File: src/rtl/ucsbece154_mem_arbiter_if.sv
// Bus bundle between the instruction cache, the data cache, the SDRAM
// controller and the memory arbiter that shares the SDRAM between them.
// The arbiter connects through the slave modport; whatever drives the cache
// requests and the SDRAM beats connects through the master modport.
interface ucsbece154_mem_arbiter_if;
  // Instruction-cache side
  logic        IMemReadRequest;
  logic [31:0] IMemReadAddress;
  logic        IAbort;
  logic [31:0] IMemDataOut;
  logic        IMemDataReady;
  // Data-cache side
  logic        DMemReadRequest;
  logic [31:0] DMemReadAddress;
  logic [31:0] DMemDataOut;
  logic        DMemDataReady;
  // SDRAM controller side
  logic [31:0] MemReadAddress;
  logic        MemReadRequest;
  logic [31:0] MemDataIn;
  logic        MemDataReady;
  // Owner status: 00 none, 01 I, 10 D, 11 draining an aborted I burst
  logic [1:0]  Grant;

  modport slave (
    input  IMemReadRequest, IMemReadAddress, IAbort,
    input  DMemReadRequest, DMemReadAddress,
    input  MemDataIn, MemDataReady,
    output IMemDataOut, IMemDataReady,
    output DMemDataOut, DMemDataReady,
    output MemReadAddress, MemReadRequest,
    output Grant
  );

  modport master (
    output IMemReadRequest, IMemReadAddress, IAbort,
    output DMemReadRequest, DMemReadAddress,
    output MemDataIn, MemDataReady,
    input  IMemDataOut, IMemDataReady,
    input  DMemDataOut, DMemDataReady,
    input  MemReadAddress, MemReadRequest,
    input  Grant
  );
endinterface

File: src/rtl/ucsbece154_mem_arbiter.sv
// Round-robin arbiter sharing one burst-read SDRAM port between the
// instruction and data caches. A granted burst always runs to completion
// (BLOCK_WORDS beats); an instruction-side abort turns the remainder of the
// burst into a silent drain so the SDRAM controller is never left mid-burst.
module ucsbece154_mem_arbiter #(
  parameter int BLOCK_WORDS = 4,
  parameter int ADDR_ALIGN  = $clog2(BLOCK_WORDS) + 2
) (
  input  logic                        Clk,
  input  logic                        Reset,
  ucsbece154_mem_arbiter_if.slave     bus
);

  localparam int CW = $clog2(BLOCK_WORDS);
  localparam logic [CW-1:0] LAST_BEAT  = CW'(BLOCK_WORDS - 1);
  localparam logic [31:0]   ALIGN_MASK = {32{1'b1}} << ADDR_ALIGN;

  // last_grant encoding: which side owned the most recent burst
  localparam logic LG_I = 1'b0;
  localparam logic LG_D = 1'b1;

  typedef enum logic [1:0] {
    IDLE   = 2'b00,
    BUSY_I = 2'b01,
    BUSY_D = 2'b10,
    DRAIN  = 2'b11
  } state_t;

  state_t          r_state;
  logic [CW-1:0]   r_beat_cnt;
  logic            r_last_grant;
  logic            r_mem_req;
  logic [31:0]     r_mem_addr;
  logic [1:0]      r_grant;

  logic            w_win_i;
  logic            w_win_d;
  logic            w_final_beat;

  // Round-robin winner selection in IDLE: a lone requester wins, a tie goes
  // to the side that did not own the previous burst.
  always_comb begin
    w_win_i = 1'b0;
    w_win_d = 1'b0;
    if (bus.IMemReadRequest && bus.DMemReadRequest) begin
      w_win_i = (r_last_grant == LG_D);
      w_win_d = (r_last_grant == LG_I);
    end else if (bus.IMemReadRequest) begin
      w_win_i = 1'b1;
    end else if (bus.DMemReadRequest) begin
      w_win_d = 1'b1;
    end else begin
      w_win_i = 1'b0;
      w_win_d = 1'b0;
    end
  end

  // The beat that completes the burst (only meaningful outside IDLE)
  assign w_final_beat = bus.MemDataReady && (r_beat_cnt == LAST_BEAT);

  // Burst sequencing: grant, beat counting, abort drain and completion
  always_ff @(posedge Clk or posedge Reset) begin
    if (Reset) begin
      r_state      <= IDLE;
      r_beat_cnt   <= {CW{1'b0}};
      r_last_grant <= LG_D;
      r_mem_req    <= 1'b0;
      r_mem_addr   <= 32'h0000_0000;
      r_grant      <= 2'b00;
    end else begin
      case (r_state)
        IDLE: begin
          // MemDataReady is ignored here; the counter only moves in a burst
          if (w_win_i) begin
            r_state      <= BUSY_I;
            r_mem_addr   <= bus.IMemReadAddress & ALIGN_MASK;
            r_mem_req    <= 1'b1;
            r_beat_cnt   <= {CW{1'b0}};
            r_last_grant <= LG_I;
            r_grant      <= 2'b01;
          end else if (w_win_d) begin
            r_state      <= BUSY_D;
            r_mem_addr   <= bus.DMemReadAddress & ALIGN_MASK;
            r_mem_req    <= 1'b1;
            r_beat_cnt   <= {CW{1'b0}};
            r_last_grant <= LG_D;
            r_grant      <= 2'b10;
          end else begin
            r_state <= IDLE;
          end
        end
        BUSY_I: begin
          if (bus.MemDataReady) begin
            r_beat_cnt <= r_beat_cnt + CW'(1);
          end
          if (w_final_beat) begin
            // An abort on the last beat just suppresses that beat
            r_state   <= IDLE;
            r_mem_req <= 1'b0;
            r_grant   <= 2'b00;
          end else if (bus.IAbort) begin
            r_state <= DRAIN;
            r_grant <= 2'b11;
          end else begin
            r_state <= BUSY_I;
          end
        end
        BUSY_D, DRAIN: begin
          // IAbort has no meaning for a data burst or an ongoing drain
          if (bus.MemDataReady) begin
            r_beat_cnt <= r_beat_cnt + CW'(1);
          end
          if (w_final_beat) begin
            r_state   <= IDLE;
            r_mem_req <= 1'b0;
            r_grant   <= 2'b00;
          end else begin
            r_state <= r_state;
          end
        end
        default: begin
          r_state    <= IDLE;
          r_mem_req  <= 1'b0;
          r_beat_cnt <= {CW{1'b0}};
          r_grant    <= 2'b00;
        end
      endcase
    end
  end

  // Data passes straight through; the ready strobes steer it to one side
  assign bus.IMemDataOut    = bus.MemDataIn;
  assign bus.DMemDataOut    = bus.MemDataIn;
  assign bus.IMemDataReady  = bus.MemDataReady && (r_state == BUSY_I) && !bus.IAbort;
  assign bus.DMemDataReady  = bus.MemDataReady && (r_state == BUSY_D);
  assign bus.MemReadAddress = r_mem_addr;
  assign bus.MemReadRequest = r_mem_req;
  assign bus.Grant          = r_grant;

endmodule

File: src/flat_wrapper.sv
// flat-port wrapper written by rule: the top's interface ports become plain ports
module ucsbece154_mem_arbiter_flat 
#(
  parameter int BLOCK_WORDS = 4,
  parameter int ADDR_ALIGN  = $clog2(BLOCK_WORDS) + 2
)
  (Clk, Reset, bus_IMemReadRequest, bus_IMemReadAddress, bus_IAbort, bus_DMemReadRequest, bus_DMemReadAddress, bus_MemDataIn, bus_MemDataReady, bus_IMemDataOut, bus_IMemDataReady, bus_DMemDataOut, bus_DMemDataReady, bus_MemReadAddress, bus_MemReadRequest, bus_Grant);
  ucsbece154_mem_arbiter_if bus_i ();
  input  logic Clk;
  input  logic Reset;
  input wire logic [$bits(bus_i.IMemReadRequest)-1:0] bus_IMemReadRequest;
  input wire logic [$bits(bus_i.IMemReadAddress)-1:0] bus_IMemReadAddress;
  input wire logic [$bits(bus_i.IAbort)-1:0] bus_IAbort;
  input wire logic [$bits(bus_i.DMemReadRequest)-1:0] bus_DMemReadRequest;
  input wire logic [$bits(bus_i.DMemReadAddress)-1:0] bus_DMemReadAddress;
  input wire logic [$bits(bus_i.MemDataIn)-1:0] bus_MemDataIn;
  input wire logic [$bits(bus_i.MemDataReady)-1:0] bus_MemDataReady;
  output wire logic [$bits(bus_i.IMemDataOut)-1:0] bus_IMemDataOut;
  output wire logic [$bits(bus_i.IMemDataReady)-1:0] bus_IMemDataReady;
  output wire logic [$bits(bus_i.DMemDataOut)-1:0] bus_DMemDataOut;
  output wire logic [$bits(bus_i.DMemDataReady)-1:0] bus_DMemDataReady;
  output wire logic [$bits(bus_i.MemReadAddress)-1:0] bus_MemReadAddress;
  output wire logic [$bits(bus_i.MemReadRequest)-1:0] bus_MemReadRequest;
  output wire logic [$bits(bus_i.Grant)-1:0] bus_Grant;
  assign bus_i.IMemReadRequest = bus_IMemReadRequest;
  assign bus_i.IMemReadAddress = bus_IMemReadAddress;
  assign bus_i.IAbort = bus_IAbort;
  assign bus_i.DMemReadRequest = bus_DMemReadRequest;
  assign bus_i.DMemReadAddress = bus_DMemReadAddress;
  assign bus_i.MemDataIn = bus_MemDataIn;
  assign bus_i.MemDataReady = bus_MemDataReady;
  assign bus_IMemDataOut = bus_i.IMemDataOut;
  assign bus_IMemDataReady = bus_i.IMemDataReady;
  assign bus_DMemDataOut = bus_i.DMemDataOut;
  assign bus_DMemDataReady = bus_i.DMemDataReady;
  assign bus_MemReadAddress = bus_i.MemReadAddress;
  assign bus_MemReadRequest = bus_i.MemReadRequest;
  assign bus_Grant = bus_i.Grant;
  ucsbece154_mem_arbiter #(.BLOCK_WORDS(BLOCK_WORDS), .ADDR_ALIGN(ADDR_ALIGN)) u_core (.Clk(Clk), .Reset(Reset), .bus(bus_i));
endmodule
File: config.mk
export PLATFORM = sky130hd
export DESIGN_NAME = ucsbece154_mem_arbiter_flat
export DESIGN_NICKNAME = d
export VERILOG_FILES = /design/src/rtl/ucsbece154_mem_arbiter_if.sv /design/src/rtl/ucsbece154_mem_arbiter.sv /design/src/flat_wrapper.sv
export SDC_FILE = /design/constraint.sdc
export NUM_CORES = 1
export LEC_CHECK = 0
export CORE_AREA = 2 2 78 99
export CTS_CLUSTER_SIZE = 12
export DETAILED_ROUTE_END_ITERATION = 8
export DIE_AREA = 0 0 80 101
export GPL_TIMING_DRIVEN = 0
export PLACE_DENSITY = 0.86
export RECOVER_POWER = 25
export SETUP_SLACK_MARGIN = 0.15
export SKIP_LAST_GASP = 1
export SLEW_MARGIN = 20
export SYNTH_ARGS = -nofsm -noshare
export SYNTH_HDL_FRONTEND = slang
export SYNTH_SLANG_ARGS = --single-unit
File: constraint.sdc
create_clock -name Clk -period 3.4 [get_ports Clk]
set_input_delay 1.02 -clock Clk [delete_from_list [all_inputs] [get_ports Clk]]
set_output_delay 1.02 -clock Clk [all_outputs]
set_load 0.01 [all_outputs]
* After elaboration in Yosys (flattened, before gate mapping) *
Index checks and enable logic that the tools add are counted.
W data, S select, Z words.

storage, ports and cells
  register bits = 40
  logic and storage cells = 58
  bits of input ports = 102

operators by class
  bitwise gates (word level) = 1
  eq/ne operators = 9
  mux-type cells = 27
  reduce and logical (&&, ||, !) cells = 14
  $add $sub $neg = 1

operator list
  kind                   count
  $mux W32               2
  $mux W2                12
  $pmux W2 S3            2
  $mux W1                9
  $eq A2 B2 Y1 const B   3
  $ne A2 B1 Y1 const B   3
  $reduce_and A2 Y1      3
  $logic_and A1 B1 Y1    5
  $pmux W2 S2            1
  $ne A3 B1 Y1 const B   1
  $ne A3 B2 Y1 const B   1
  $reduce_and A3 Y1      1
  $reduce_or A3 Y1       1
  $add A2 B1 Y2 const B  1
  $eq A2 B1 Y1 const B   1
  $logic_not A2 Y1       1
  $pmux W1 S2            1
  $reduce_bool A2 Y1     1
  $reduce_or A2 Y1       1
  $logic_not A1 Y1       1
  $not A1 Y1             1

* Logic depth before layout (Yosys ltp) *
Gate-level depths: netlist of the first run.

  word-level depth = 6
  depth in mapped cells = 6
  mapped depth without buffers = 4

* Least setup slack after synthesis of the first run *
Ideal clock, no wire load.

  kind = in2out
  from = input bus_MemDataReady
  to = output bus_IMemDataReady
  buffers on the path = 0
  stages on the path = 1
  arrival time = 1.459 ns
  path slack = 0.921 ns
  path through = nor4bb_1

between the ends
  word-level cells in the longest chain between the ends = 2

ends and longest elaborated chain
  what                               line                           text
  start: declaration                 flat_wrapper.sv:17             input wire logic [$bits(bus_i.MemDataReady)-1:0] bus_MemDataReady;
  $logic_and A1 B1 Y1 (2 in series)  ucsbece154_mem_arbiter.sv:134  assign bus.IMemDataReady = bus.MemDataReady && (r_state == BUSY_I) && !bus.IAbort;
  end: declaration                   flat_wrapper.sv:19             output wire logic [$bits(bus_i.IMemDataReady)-1:0] bus_IMemDataReady;

Every way passes these cells.

* Worst setup path after layout of the first run *
  from = input bus_IAbort
  to = output bus_IMemDataReady

between the ends
  word-level cells in the longest chain between the ends = 2

ends and longest elaborated chain
  what                 line                           text
  start: declaration   flat_wrapper.sv:13             input wire logic [$bits(bus_i.IAbort)-1:0] bus_IAbort;
  $logic_not A1 Y1     ucsbece154_mem_arbiter.sv:134
  $logic_and A1 B1 Y1  ucsbece154_mem_arbiter.sv:134

Every way passes these cells.

==> results of run 1 <==
==> registers in the layout, summed over array words and instances (netlist names) <==
name,count
u_core.bus.Grant,2
u_core.bus.MemReadAddress,28
u_core.bus.MemReadRequest,1
u_core.r_beat_cnt,2
u_core.r_last_grant,1
u_core.r_state,2
==> layout make-up <==
type                    count  area (µm²)
plain buffers              92       671.9
clock buffers               7       96.34
fillers                   625        2934
inverters                   4       15.01
multi-input cells         149       878.3
flip-flops and latches     36       902.1
well taps                  92       115.1
repair buffers            157        1569
==> report_power, final <==
group | switching [mW] | total (mW) | internal, mW
registers | 0.125 | 0.774 | 0.650
clock network | 0.145 | 0.326 | 0.180
logic | 0.616 | 1.38 | 0.760
==> how the worst max path moves through the flow <==
stage	startpoint	endpoint	slack [ns]
CTS	bus_IAbort	bus_IMemDataReady	0.33
detailed placement	bus_MemDataReady	bus_IMemDataReady	-0.05
floorplan	bus_MemDataReady	bus_IMemDataReady	0.92
global route	bus_IAbort	bus_IMemDataReady	0.18
global placement	bus_MemDataReady	bus_IMemDataReady	-0.03
finish	bus_IAbort	bus_IMemDataReady	0.21
==> repair_timing <==
action | 4_1_cts | 5_1_grt
endpoints found under the setup margin | 2 | 0
resized for setup | 2 | 0
hold buffers | 0 | 0
==> cells by family after synthesis <==
family / synth area share, %
adders and majority gates: 0.5091
other: 0.1526
muxes: 0.8656
AOI/OAI and AO/OA: 23.78
DFF: 36.71
buffers and inverters: 28.00
and+or+nand+nor: 9.980
==> metrics by stage <==
stage                     cell area (µm²)  hold WS [ns]  TNS (ns)
after floorplan                      2469        0.4605         0
after global placement               4155        0.4789  -0.02564
after detailed placement             4155        0.5047  -0.04839
after CTS                            4249        0.5142         0
after global routing                 4248        0.5505         0
final                                4248        0.5084         0
==> per-layer routing <==
layer  global-route usage, %  vias to the layer above
met5                       0                        -
met4                   5.346                        0
met2                   35.19                      168
met3                   7.168                       15
met1                   19.55                     1240
li1                        -                     1242
==> cells in the mapped netlist (all sizes together) (2+ instances only) <==
| library cell | count |
|---|---|
| o21ai | 33 |
| nand3 | 29 |
| a21oi | 31 |
| dfrtp | 35 |
| a31oi | 28 |
| nor3 | 2 |
| buf | 88 |
| nand2 | 4 |
| nor2 | 3 |
| inv | 4 |
| clkbuf | 4 |
==> impl_metrics.ini, run 1 <==
[status]
outcome = complete, no violations

[setup_path]
timing.critical_path.cells = dlygate4sd3_1 > nor4bb_1 > dlygate4sd2_1
cell_depth_of_the_worst_setup_path = 3
critPathMaxStageDelay_ns = 0.60
critical_path.reg2reg.startpoint = u_core.r_state[1]
cp_data_arrival_time_ns = 2.17
worst_r2r_endpoint = u_core.bus.MemReadAddress[31]
cp-end-kind = primary output
worst-endpoint-required_ns = 2.38
worstPathBufferInverterCount = 2
critical_path_class = in2out
cp_slowest_cell = dlygate4sd3_1
worst-r2r-cell-count = 4
rrSetupSlack_ns = 1.92
cpLargestDelayFamily = buffers and inverters
critical_path.max_fanout = 4
start_kind = input pin

[clock_network]
cts_setup_buffers = 0
clockRootBuffer = clkbuf_8
htreeDepth = 2
cts_tree = built
insertion_delay_ns = 0.28
cts-root-to-sink-buffers = 2
clkTransAtPathRegs_ns = 0.07
clock-sinks = 36
numCtsBuffers = 5

[detailed_routing]
drt_first_pass_iters = 4
drt-wirelength-per-cell_um = 14.80
wl_met3_um = 939
post-route-drc-count = 0
route.antenna.remaining_nets = 0
total_via_count_in_the_routed_design = 2665
wl_met1_mm = 2.782
initial_drc_count = 115
routed_wl_mm = 7.946
met2_length_mm = 4.079
highest_layer = met4
viasPerCell = 4.963

[logic_synthesis]
mappedNetlistArea_um2 = 2457
synth.yosys.seq_area_share_pct = 36.71
ys_flop_type = dfrtp_1
syn_inst = 278
synth-async-reset-ratio_pct = 100.0
netlist_top_cells_area = dfrtp_1, buf_4, a31oi_1, nand3_1, o21ai_0
synth_edf_count = 0
yosys.cell_types.count = 34
synth_top_area_cell = dfrtp_1
synthDominantCellAreaShare_pct = 35.64
synth.ff_latch_count = 36
yosysWarnings = 0
avgSynthCellArea_um2 = 8.839

[place]
gpl.final_weighted_congestion = 0.8037
placedCellCount = 530
setup_ws_pre_cts_ns = -0.04839
detailed_place_hpwl_mm = 6.433
port_buffers = 157

[power_and_ir_drop]
leakage_power_of_the_design_nw = 1.781
vdd_ir_drop_max_uv = 276.0
totalPowerFinal_mw = 2.476
power.density_cell_area_nw_per_um2 = 582.8

[timing]
worst-slew-pin-transition_ns = 1.353
relSlewSlack_pct = 9.675
worst_slack_ns = 0.2150
final-setup-viol-count = 0
max_freq_ghz = 0.3140
grt_setup_unrepaired = no
timing_max_transition_violations_final = 0
final_min_period_over_clock_period_pct = 93.68
clock_skew_ns = 0.006557
period_minus_ws_final_ns = 3.185
timing.final.hold_violations = 0

[final_layout]
final_net_count = 548
layout.cells.most_common = clkdlybuf4s50_1
antennaDiodeCount = 0
final_cell_count_no_fill = 537
area_added_between_synthesis_and_finish_pct = 72.86
final_layout_size_suffix_gt1_share_pct = 24.27
final_core_utilization_pct = 59.15
top_library_cells_by_usage_in_the_layout_fill_and_taps_aside = clkdlybuf4s50_1, buf_4, dfrtp_1

[grt]
first_global_vias = 2762
grt_overflow_total = 0
initial_antenna_violation_count = 0
grt_start_max_net_pins = 37
grt_first_pass_wirelength_mm = 12.31
grtUsageTotal_pct = 18.95

[floorplanning]
ios = 203
core_area_um2 = 7182
fp.dieW_um = 80
num_rows = 35
dieHeight_um = 101
floorplan.initialDensity_pct = 34.22
dieArea_um2 = 8080

[hold_path]
worstHoldPathType = reg2reg
worst_hold_path.endpoint = u_core.r_beat_cnt[0]
holdCritStartpoint = u_core.r_beat_cnt[0]
whs_path_depth = 1

[flow_run]
max_cap_violations = 0
Note: power is estimated with default switching activity, not from simulation.
==> run 2, diff against run 1 <==
Settings changed: ABC_AREA from default to 1, GPL_ROUTABILITY_DRIVEN from default to 0.
==> impl_metrics.ini, run 2 <==
[flow_run]
max_cap_violations = 0

[timing]
final_min_period_over_clock_period_pct = 90.08
final-setup-viol-count = 0
grt_setup_unrepaired = no
worst-slew-pin-transition_ns = 1.058
timing.setup.tns_ns = 0
relSlewSlack_pct = 29.50
period_minus_ws_final_ns = 3.063
clock_skew_ns = 0.007404
timing_max_transition_violations_final = 0
timing.final.hold_violations = 0
max_freq_ghz = 0.3265

[floorplanning]
fp.dieW_um = 80
dieArea_um2 = 8080
ios = 203
num_rows = 35
core_area_um2 = 7182
floorplan.initialDensity_pct = 33.99
dieHeight_um = 101

[grt]
grtUsageTotal_pct = 17.84
first_global_vias = 2624
grt_overflow_total = 0
initial_antenna_violation_count = 0
grt_first_pass_wirelength_mm = 11.39
grt_start_max_net_pins = 20

[final_layout]
layout.cells.most_common = clkdlybuf4s50_1
multi_input_area_um2 = 814.5
n_fill_cell = 662
final_cell_count_no_fill = 600
seq_area_um2 = 902.1
final_layout_size_suffix_gt1_share_pct = 18.70
top_library_cells_by_usage_in_the_layout_fill_and_taps_aside = clkdlybuf4s50_1, nand2_1, buf_4
antennaDiodeCount = 0
final_net_count = 610
area_added_between_synthesis_and_finish_pct = 73.09
largest_reg_flops = 28

[clock_network]
htreeDepth = 2
cts_resized = 2
cts_setup_buffers = 0
clock-sinks = 36
clockRootBuffer = clkbuf_8
numCtsBuffers = 5
clkTransAtPathRegs_ns = 0.07
cts_hold_buf = 0
cts-root-to-sink-buffers = 2
insertion_delay_ns = 0.28
cts_tree = built

[status]
outcome = complete, no violations

[logic_synthesis]
syn_inst = 338
yosysMostFrequentCell = nand2_1
synth-async-reset-ratio_pct = 100.0
synth_top_area_cell = dfrtp_1
synth.ff_latch_count = 36
yosys.cell_types.count = 20
yosysWarnings = 0
netlist_top_cells_area = dfrtp_1, buf_4, nand2_1, nor2_1, inv_1
synth.yosys.seq_area_share_pct = 36.96
synth_top_cells_by_count = nand2_1, buf_4, nor2_1
avgSynthCellArea_um2 = 7.222
ys_flop_type = dfrtp_1
synthDominantCellAreaShare_pct = 35.88
synth_edf_count = 0
mappedNetlistArea_um2 = 2441

[power_and_ir_drop]
vdd_ir_drop_max_uv = 233.3
power.density_cell_area_nw_per_um2 = 559.2
leakage_power_of_the_design_nw = 2.056

[setup_path]
worst-endpoint-required_ns = 2.38
start_kind = input pin
cp_slowest_cell = dlygate4sd3_1
timing.critical_path.cells = dlygate4sd3_1 > inv_1 > nor3_1 > dlygate4sd2_1
critical_path.max_fanout = 3
cpLargestDelayFamily = buffers and inverters
cp-end-kind = primary output
cp_data_arrival_time_ns = 2.04
critical_path_class = in2out
critPathMaxStageDelay_ns = 0.55
worstPathBufferInverterCount = 3

[detailed_routing]
viasPerCell = 4.263
total_via_count_in_the_routed_design = 2558
route.antenna.remaining_nets = 0
drt_first_pass_iters = 4
initial_drc_count = 71
drt-wirelength-per-cell_um = 12.04
post-route-drc-count = 0
routed_wl_mm = 7.222

[hold_path]
worstHoldPathType = reg2reg

[place]
placedCellCount = 592
detailed_place_hpwl_mm = 5.932
port_buffers = 158
## run 2: cell types whose count changed after synthesis, sizes merged, moves of 11 or more
| cell | change |
|---|---|
| inv | +34 |
| nor2 | +37 |
| a21oi | -30 |
| nand3 | -25 |
| buf | -11 |
| nand2 | +100 |
| a31oi | -28 |
## run 2: worst paths after layout
kind,cells past startpoint,slack (ns),to,startpoint
max,4,0.34,bus_DMemDataReady,bus_MemDataReady
min,2,0.48,u_core.bus.Grant[1],u_core.bus.Grant[1]
max reg2reg,7,1.83,u_core.bus.Grant[0],u_core.r_last_grant
min reg2reg,2,0.48,u_core.bus.Grant[1],u_core.bus.Grant[1]
max in group asynchronous,3,0.70,u_core.bus.MemReadAddress[4],Reset
min in group asynchronous,2,1.29,u_core.bus.MemReadAddress[8],Reset
## run 2: metrics by stage
step / cell area (µm²) / utilization [%] / worst slack, ns / total power [mW] / hold WS (ns)
2_1_floorplan: 2452 / - / 1.037 / 1.425 / 0.4644
3_3_place_gp: 4149 / 57.77 / 0.1209 / 2.059 / 0.4632
3_5_place_dp: 4177 / 58.15 / 0.1169 / 2.106 / 0.4615
4_1_cts: 4255 / 59.25 / 0.3835 / 2.408 / 0.4836
5_1_grt: 4225 / 58.83 / 0.2907 / 2.556 / 0.5067
6_report: 4225 / 58.83 / 0.3374 / 2.363 / 0.4821
## run 2: where the power goes
group | internal, mW | switching, mW | total, mW
registers | 0.645 | 0.127 | 0.772
logic | 0.695 | 0.604 | 1.30
clock network | 0.144 | 0.149 | 0.293
## run 2: logic make-up (layout without fill, tap and decap cells)
| logic type | count (synthesis) | after routing | share of synthesized area (%) |
|---|---|---|---|
| flops | 36 | 36 | 36.96 |
| fa+ha+maj | 1 | 1 | 0.5125 |
| simple gates | 149 | 149 | 23.89 |
| compound gates | 33 | 33 | 8.457 |
| other cells | 1 | 4 | 0.1536 |
| buf+inv | 118 | 285 | 30.04 |
## run 2: layout make-up
class,instances,area share [%]
Inverter,38,3.376
Sequential cell,36,21.35
Buffer,80,13.89
Multi-Input combinational cell,187,19.28
Tap cell,92,2.724
Timing Repair Buffer,159,37.46
Clock inverter,1,0.1184
Clock buffer,7,1.806
## run 2: layer usage
metal | GRT usage (%) | vias to the layer above | wire length (µm) | part of all wire, %
met3 | 5.376 | 11 | 675 | 9.3
met2 | 33.59 | 125 | 3868 | 54
met1 | 18.22 | 1150 | 2525 | 35
met4 | 6.519 | 0 | 152 | 2.1
li1 | - | 1272 | - | -
met5 | 0 | - | 0 | 0
## run 2: tightest hold or removal path, delay by kind of cell (launching register included)
family        cells  cell delay (ns)
simple gates      2             0.10
flops             1             0.35
